File: src/rtl/memory_arbiter_if.sv
// memory_arbiter_if
// Bundles the two requester ports and the memory-side bus of the
// memory arbiter.
//   slave  : arbiter view. Requests, memory read data and memory accept
//            come in. Per-port read data and acks, memory enables,
//            address, write data, grant and busy go out.
//   master : the opposite view, used by the requesters and memory together
//            (e.g. a testbench).
interface memory_arbiter_if;
    // requester port 0 (instruction fetch)
    logic        p0_req_i;
    logic        p0_wr_i;
    logic [31:0] p0_addr_i;
    logic [31:0] p0_data_i;
    logic [31:0] p0_data_o;
    logic        p0_ack_o;
    // requester port 1 (data load/store)
    logic        p1_req_i;
    logic        p1_wr_i;
    logic [31:0] p1_addr_i;
    logic [31:0] p1_data_i;
    logic [31:0] p1_data_o;
    logic        p1_ack_o;
    // memory side
    logic        mem_rd_en_o;
    logic        mem_wr_en_o;
    logic [31:0] mem_addr_o;
    logic [31:0] mem_data_o;
    logic [31:0] mem_data_i;
    logic        mem_ack_i;
    // status
    logic        grant_o;
    logic        busy_o;

    modport slave (
        input  p0_req_i, p0_wr_i, p0_addr_i, p0_data_i,
        input  p1_req_i, p1_wr_i, p1_addr_i, p1_data_i,
        input  mem_data_i, mem_ack_i,
        output p0_data_o, p0_ack_o, p1_data_o, p1_ack_o,
        output mem_rd_en_o, mem_wr_en_o, mem_addr_o, mem_data_o,
        output grant_o, busy_o
    );

    modport master (
        output p0_req_i, p0_wr_i, p0_addr_i, p0_data_i,
        output p1_req_i, p1_wr_i, p1_addr_i, p1_data_i,
        output mem_data_i, mem_ack_i,
        input  p0_data_o, p0_ack_o, p1_data_o, p1_ack_o,
        input  mem_rd_en_o, mem_wr_en_o, mem_addr_o, mem_data_o,
        input  grant_o, busy_o
    );
endinterface

File: src/rtl/memory_arbiter.sv
// memory_arbiter
// Shares one single-ported synchronous memory between two requesters.
// One request is latched at a time and issued to memory. Read data is
// captured the cycle after the accepted issue. A one-cycle ack then goes
// to the winning port.
// Ports:
//   clk   : clock, rising edge
//   rst_n : asynchronous active-low reset
//   bus   : memory_arbiter_if.slave carrying both requester ports, the
//           memory bus, grant_o and busy_o
// Parameter:
//   ROUND_ROBIN : 1 = ties go to the port not granted last,
//                 0 = ties always go to port 0
module memory_arbiter #(
    parameter int ROUND_ROBIN = 1
) (
    input  logic               clk,
    input  logic               rst_n,
    memory_arbiter_if.slave    bus
);

    typedef enum logic [1:0] {
        IDLE    = 2'd0,
        ISSUE   = 2'd1,
        CAPTURE = 2'd2,
        DONE    = 2'd3
    } state_t;

    state_t      state_reg;
    state_t      state_next;

    logic        grant_reg;
    logic        last_grant_reg;
    logic        wr_reg;
    logic [31:0] addr_reg;
    logic [31:0] data_reg;
    logic [31:0] p0_data_reg;
    logic [31:0] p1_data_reg;
    logic        p0_ack_reg;
    logic        p1_ack_reg;

    logic        any_req;
    logic        winner;
    logic        rd_en;
    logic        wr_en;

    assign any_req = bus.p0_req_i | bus.p1_req_i;

    // Winner selection, only meaningful while IDLE with a request pending.
    always_comb begin
        winner = 1'b0;
        if (bus.p1_req_i && !bus.p0_req_i) begin
            winner = 1'b1;
        end else if (bus.p1_req_i && bus.p0_req_i) begin
            winner = (ROUND_ROBIN != 0) ? ~last_grant_reg : 1'b0;
        end
    end

    // Next-state and memory enables.
    always_comb begin
        state_next = state_reg;
        rd_en      = 1'b0;
        wr_en      = 1'b0;
        case (state_reg)
            IDLE: begin
                if (any_req) begin
                    state_next = ISSUE;
                end
            end
            ISSUE: begin
                rd_en = ~wr_reg;
                wr_en = wr_reg;
                // Memory back-pressure: hold the enables until accepted.
                if (bus.mem_ack_i) begin
                    state_next = CAPTURE;
                end
            end
            CAPTURE: begin
                state_next = DONE;
            end
            DONE: begin
                // Requests are deliberately ignored here so the requester
                // has one cycle to drop or renew after its ack.
                state_next = IDLE;
            end
            default: begin
                state_next = IDLE;
            end
        endcase
    end

    always_ff @(posedge clk or negedge rst_n) begin
        if (!rst_n) begin
            state_reg <= IDLE;
        end else begin
            state_reg <= state_next;
        end
    end

    // Request latch, read-data capture and ack generation.
    always_ff @(posedge clk or negedge rst_n) begin
        if (!rst_n) begin
            grant_reg      <= 1'b0;
            last_grant_reg <= 1'b1;
            wr_reg         <= 1'b0;
            addr_reg       <= 32'd0;
            data_reg       <= 32'd0;
            p0_data_reg    <= 32'd0;
            p1_data_reg    <= 32'd0;
            p0_ack_reg     <= 1'b0;
            p1_ack_reg     <= 1'b0;
        end else begin
            p0_ack_reg <= 1'b0;
            p1_ack_reg <= 1'b0;

            if (state_reg == IDLE && any_req) begin
                grant_reg      <= winner;
                last_grant_reg <= winner;
                wr_reg         <= winner ? bus.p1_wr_i   : bus.p0_wr_i;
                addr_reg       <= winner ? bus.p1_addr_i : bus.p0_addr_i;
                data_reg       <= winner ? bus.p1_data_i : bus.p0_data_i;
            end

            if (state_reg == CAPTURE) begin
                if (grant_reg) begin
                    p1_ack_reg <= 1'b1;
                    if (!wr_reg) begin
                        p1_data_reg <= bus.mem_data_i;
                    end
                end else begin
                    p0_ack_reg <= 1'b1;
                    if (!wr_reg) begin
                        p0_data_reg <= bus.mem_data_i;
                    end
                end
            end
        end
    end

    assign bus.mem_rd_en_o = rd_en;
    assign bus.mem_wr_en_o = wr_en;
    // Address and write data come straight from the latch, so they hold
    // their last values outside ISSUE.
    assign bus.mem_addr_o  = addr_reg;
    assign bus.mem_data_o  = data_reg;
    assign bus.p0_data_o   = p0_data_reg;
    assign bus.p1_data_o   = p1_data_reg;
    assign bus.p0_ack_o    = p0_ack_reg;
    assign bus.p1_ack_o    = p1_ack_reg;
    assign bus.grant_o     = grant_reg;
    assign bus.busy_o      = (state_reg != IDLE);

endmodule

File: src/flat_wrapper.sv
// flat-port wrapper written by rule: the top's interface ports become plain ports
module memory_arbiter_flat 
#(
    parameter int ROUND_ROBIN = 1
)
  (clk, rst_n, bus_p0_req_i, bus_p0_wr_i, bus_p0_addr_i, bus_p0_data_i, bus_p1_req_i, bus_p1_wr_i, bus_p1_addr_i, bus_p1_data_i, bus_mem_data_i, bus_mem_ack_i, bus_p0_data_o, bus_p0_ack_o, bus_p1_data_o, bus_p1_ack_o, bus_mem_rd_en_o, bus_mem_wr_en_o, bus_mem_addr_o, bus_mem_data_o, bus_grant_o, bus_busy_o);
  memory_arbiter_if bus_i ();
  input  logic clk;
  input  logic rst_n;
  input wire logic [$bits(bus_i.p0_req_i)-1:0] bus_p0_req_i;
  input wire logic [$bits(bus_i.p0_wr_i)-1:0] bus_p0_wr_i;
  input wire logic [$bits(bus_i.p0_addr_i)-1:0] bus_p0_addr_i;
  input wire logic [$bits(bus_i.p0_data_i)-1:0] bus_p0_data_i;
  input wire logic [$bits(bus_i.p1_req_i)-1:0] bus_p1_req_i;
  input wire logic [$bits(bus_i.p1_wr_i)-1:0] bus_p1_wr_i;
  input wire logic [$bits(bus_i.p1_addr_i)-1:0] bus_p1_addr_i;
  input wire logic [$bits(bus_i.p1_data_i)-1:0] bus_p1_data_i;
  input wire logic [$bits(bus_i.mem_data_i)-1:0] bus_mem_data_i;
  input wire logic [$bits(bus_i.mem_ack_i)-1:0] bus_mem_ack_i;
  output wire logic [$bits(bus_i.p0_data_o)-1:0] bus_p0_data_o;
  output wire logic [$bits(bus_i.p0_ack_o)-1:0] bus_p0_ack_o;
  output wire logic [$bits(bus_i.p1_data_o)-1:0] bus_p1_data_o;
  output wire logic [$bits(bus_i.p1_ack_o)-1:0] bus_p1_ack_o;
  output wire logic [$bits(bus_i.mem_rd_en_o)-1:0] bus_mem_rd_en_o;
  output wire logic [$bits(bus_i.mem_wr_en_o)-1:0] bus_mem_wr_en_o;
  output wire logic [$bits(bus_i.mem_addr_o)-1:0] bus_mem_addr_o;
  output wire logic [$bits(bus_i.mem_data_o)-1:0] bus_mem_data_o;
  output wire logic [$bits(bus_i.grant_o)-1:0] bus_grant_o;
  output wire logic [$bits(bus_i.busy_o)-1:0] bus_busy_o;
  assign bus_i.p0_req_i = bus_p0_req_i;
  assign bus_i.p0_wr_i = bus_p0_wr_i;
  assign bus_i.p0_addr_i = bus_p0_addr_i;
  assign bus_i.p0_data_i = bus_p0_data_i;
  assign bus_i.p1_req_i = bus_p1_req_i;
  assign bus_i.p1_wr_i = bus_p1_wr_i;
  assign bus_i.p1_addr_i = bus_p1_addr_i;
  assign bus_i.p1_data_i = bus_p1_data_i;
  assign bus_i.mem_data_i = bus_mem_data_i;
  assign bus_i.mem_ack_i = bus_mem_ack_i;
  assign bus_p0_data_o = bus_i.p0_data_o;
  assign bus_p0_ack_o = bus_i.p0_ack_o;
  assign bus_p1_data_o = bus_i.p1_data_o;
  assign bus_p1_ack_o = bus_i.p1_ack_o;
  assign bus_mem_rd_en_o = bus_i.mem_rd_en_o;
  assign bus_mem_wr_en_o = bus_i.mem_wr_en_o;
  assign bus_mem_addr_o = bus_i.mem_addr_o;
  assign bus_mem_data_o = bus_i.mem_data_o;
  assign bus_grant_o = bus_i.grant_o;
  assign bus_busy_o = bus_i.busy_o;
  memory_arbiter #(.ROUND_ROBIN(ROUND_ROBIN)) u_core (.clk(clk), .rst_n(rst_n), .bus(bus_i));
endmodule
File: config.mk
export PLATFORM = sky130hd
export DESIGN_NAME = memory_arbiter_flat
export DESIGN_NICKNAME = d
export VERILOG_FILES = /design/src/rtl/memory_arbiter_if.sv /design/src/rtl/memory_arbiter.sv /design/src/flat_wrapper.sv
export SDC_FILE = /design/constraint.sdc
export NUM_CORES = 1
export LEC_CHECK = 0
export ABC_AREA = 1
export CAP_MARGIN = 5
export CORE_MARGIN = 5
export CORE_UTILIZATION = 40
export DETAILED_ROUTE_END_ITERATION = 10
export GPL_TIMING_DRIVEN = 0
export HOLD_SLACK_MARGIN = 0.03
export PLACE_DENSITY = 0.86
export SLEW_MARGIN = 20
export SYNTH_ARGS = -nofsm -noshare
export SYNTH_HDL_FRONTEND = slang
export SYNTH_SLANG_ARGS = --single-unit
File: constraint.sdc
create_clock -name clk -period 1.6 [get_ports clk]
set_input_delay 0.32 -clock clk [delete_from_list [all_inputs] [get_ports clk]]
set_output_delay 0.32 -clock clk [all_outputs]
set_load 0.05 [all_outputs]
==> qor.yml, run 1 <==
p_leak_nw: 5.66
slowest_stage: "dfrtp_1"
grt_pass1_vias: 6653
dieHeight_microns: 136
worstPathCellList: "inv_2, ha_4, inv_2, nor2_2, buf_6"
grt_max_degree: 87
maxCapViolCount: 0
clk_latency_ps: 420
place_congestion: 0.896
synth_compound_area_frac: 0.0504
initial_core_util: 0.405
ant_nets: 0
timing_hold_violations_final: 0
crit_family: "flip-flops"
cp_common_cell: "inv_2"
antenna_found_initial: 0
crit_fanout: 3
yosys_warnings: 0
gr-total-overflow: 0
ioPinCount: 301
syn_nets: 1007
muxShareOfSynthArea: 0
clkTransAtPathRegs_ps: 70
synthTopCellsByArea: "dfrtp_1, nand2_1, nand3_1"
cts_tree: "done"
violations: "negative setup slack"
cts_buffers: 17
holdWs_ps: 407
clock_skew_ps: 10.7
finalWorstSetupSlack_ps: -92.5
diodes: 0
path_buf_inv: 3
crit_arrival_ps: 1370
synthCells: 836
synth_top_cell_by_area: "dfrtp_1"
ys_ff_latch: 135
hpwl_mm: 16.2
area_growth_pct: 70.6
slew_headroom: 0.700
preCtsSetupSlack_ps: -375
fin_crit_sh: 1.06
fmax_mhz: 591
crit_type: "reg -> out"
synth_fa_ha_area_frac: 0.00787
hp-class: "in -> async"
ir_drop_v: 0.00108
fillerInstances: 1205
die_w_microns: 136
num_rows: 46
coreArea_sq_um: 15700
yosys.area_share.simple: 0.272
cts.path.max_buffers: 2
cp.depth: 5
drc: 0
reg2reg_depth: 9
slew_violations: 0
numPortBuffers: 300
avgSynthCellArea_sq_um: 7.60
synth_top_cell_area_share: 0.527
status: "finished with violations"
grt_usage: 0.231
syn-cell-area_sq_um: 6360
wire_per_inst_microns: 15.8
cpPeakStageDelay_ps: 400
drt_pre_antenna_iters: 8
ctsHtreeMaxLevel: 4
nets: 1345
yosysSeqAreaShare: 0.532
final_util: 0.690
first_iter_violations: 350
final-setup-viol-count: 3
tightest_slew_ps: 449
root_buffer: "clkbuf_16"
drive_above_1_share: 0.230
cp.required_ps: 1280
avgViaCountPerCell: 4.74
power_density_nw_per_um2: 2290
finalSetupTns_ps: -264
endpoint_kind: "output pin"
synth_top_family_by_area: "simple AND/OR/NAND/NOR gates"
via_count: 6645
synth_xor_area_frac: 0
cp-start-kind: "flip-flop"
period_needed_ps: 1690
die_area_sq_um: 18500
grt_pass1_wl_mm: 33.3
clock-sinks: 135
yosys.cell_types.count: 16
rsz0062_at_grt: "yes"
wl_mm: 22.1
[worst paths after layout]
check | endpoint | slack [ps] | startpoint
max | bus_mem_rd_en_o | -90 | u_core.state_reg[1]$_DFFE_PN0P_
min | u_core.bus.p1_data_o[27]$_DFFE_PN0P_ | 410 | rst_n
max reg2reg | u_core.bus.mem_data_o[6]$_DFFE_PN0P_ | 20 | u_core.state_reg[1]$_DFFE_PN0P_
min reg2reg | u_core.bus.mem_data_o[24]$_DFFE_PN0P_ | 470 | u_core.bus.mem_data_o[24]$_DFFE_PN0P_
max in group asynchronous | u_core.bus.mem_data_o[13]$_DFFE_PN0P_ | 440 | rst_n
min in group clk | u_core.bus.mem_data_o[24]$_DFFE_PN0P_ | 470 | u_core.bus.mem_data_o[24]$_DFFE_PN0P_
[metrics by stage]
step	power, mW	std cells	cell area [sq um]
3_5_place_dp	20.3	1353	9710
4_1_cts	24.1	1392	10600
6_report	24.8	1403	10800
3_3_place_gp	20.0	1352	9670
2_1_floorplan	15.0	836	6400
5_1_grt	26.1	1403	10800
[layout make-up]
cell class / instances / area (sq um) / share of cell area
clock inverter: 14 / 159 / 0.0146
inverter: 172 / 652 / 0.0601
clock buffer: 18 / 439 / 0.0405
tap: 216 / 270 / 0.0249
timing repair buffer: 319 / 3360 / 0.310
multi-input combinational: 482 / 2230 / 0.205
sequential: 135 / 3380 / 0.312
buffer: 47 / 362 / 0.0333
[logic make-up after synthesis]
family | count (synthesis)
AND/OR/NAND/NOR | 414
buffers and inverters | 219
flip-flops | 135
AO/OA/AOI/OAI | 64
adder cells (fa/ha/maj) | 4
[what timing repair did]
item / 4_1_cts / 5_1_grt
pin swaps: 2 / 11
resized for setup: 421 / 104
endpoints found under the hold margin: 48 / 0
buffers inserted: 6 / 6
endpoints found under the setup margin: 208 / 130
cloned: 0 / 5
hold buffers: 1 / 0
[synthesized netlist by cell type (all sizes together)]
library cell and number:
or2 1, buf 33, inv 172, dfrtp 134, clkbuf 14, ha 4
nand3 133, nor2 4, nand2 276, o21ai 64, dfstp 1
[power breakdown]
part / leakage (nW) / internal (mW) / switching (mW)
combinational: 3.73 / 4.68 / 9.91
clock: 0.295 / 2.38 / 1.59
sequential: 1.64 / 5.17 / 1.06
total: 5.66 / 12.2 / 12.6
[placed cells by master, fill, tap and decap left out, types with 4 or more instances in the layout]
master	instances
o21ai_1	10
clkbuf_16	22
clkdlybuf4s50_1	165
nand2_1	243
clkbuf_4	6
clkbuf_2	13
o21ai_0	54
buf_8	7
dfrtp_1	134
inv_6	7
buf_4	19
nand2_2	30
nand3_1	133
buf_2	17
clkdlybuf4s15_2	118
inv_2	4
buf_6	8
inv_1	166
[routing by layer]
| metal | share of wire | track usage | up-vias | wire (microns) |
|---|---|---|---|---|
| li1 | - | - | 3205 | - |
| met1 | 0.37 | 0.255 | 3129 | 8280 |
| met2 | 0.51 | 0.403 | 256 | 11300 |
| met3 | 0.073 | 0.0662 | 55 | 1620 |
| met4 | 0.041 | 0.118 | 0 | 914 |
| met5 | 0 | 0 | - | 0 |
Note: power is estimated with default switching activity, not from simulation.
==> run 2, diff against run 1 <==
Settings changed: CTS_CLUSTER_DIAMETER from default to 30.
==> results of run 2 <==
The final DEF is identical to that of run 1; final timing and power are the same.
==> run 3, diff against run 2 <==
Settings changed: CTS_CLUSTER_DIAMETER 30 to default.
==> results of run 3 <==
The final DEF is identical to that of run 1; final timing and power are the same.
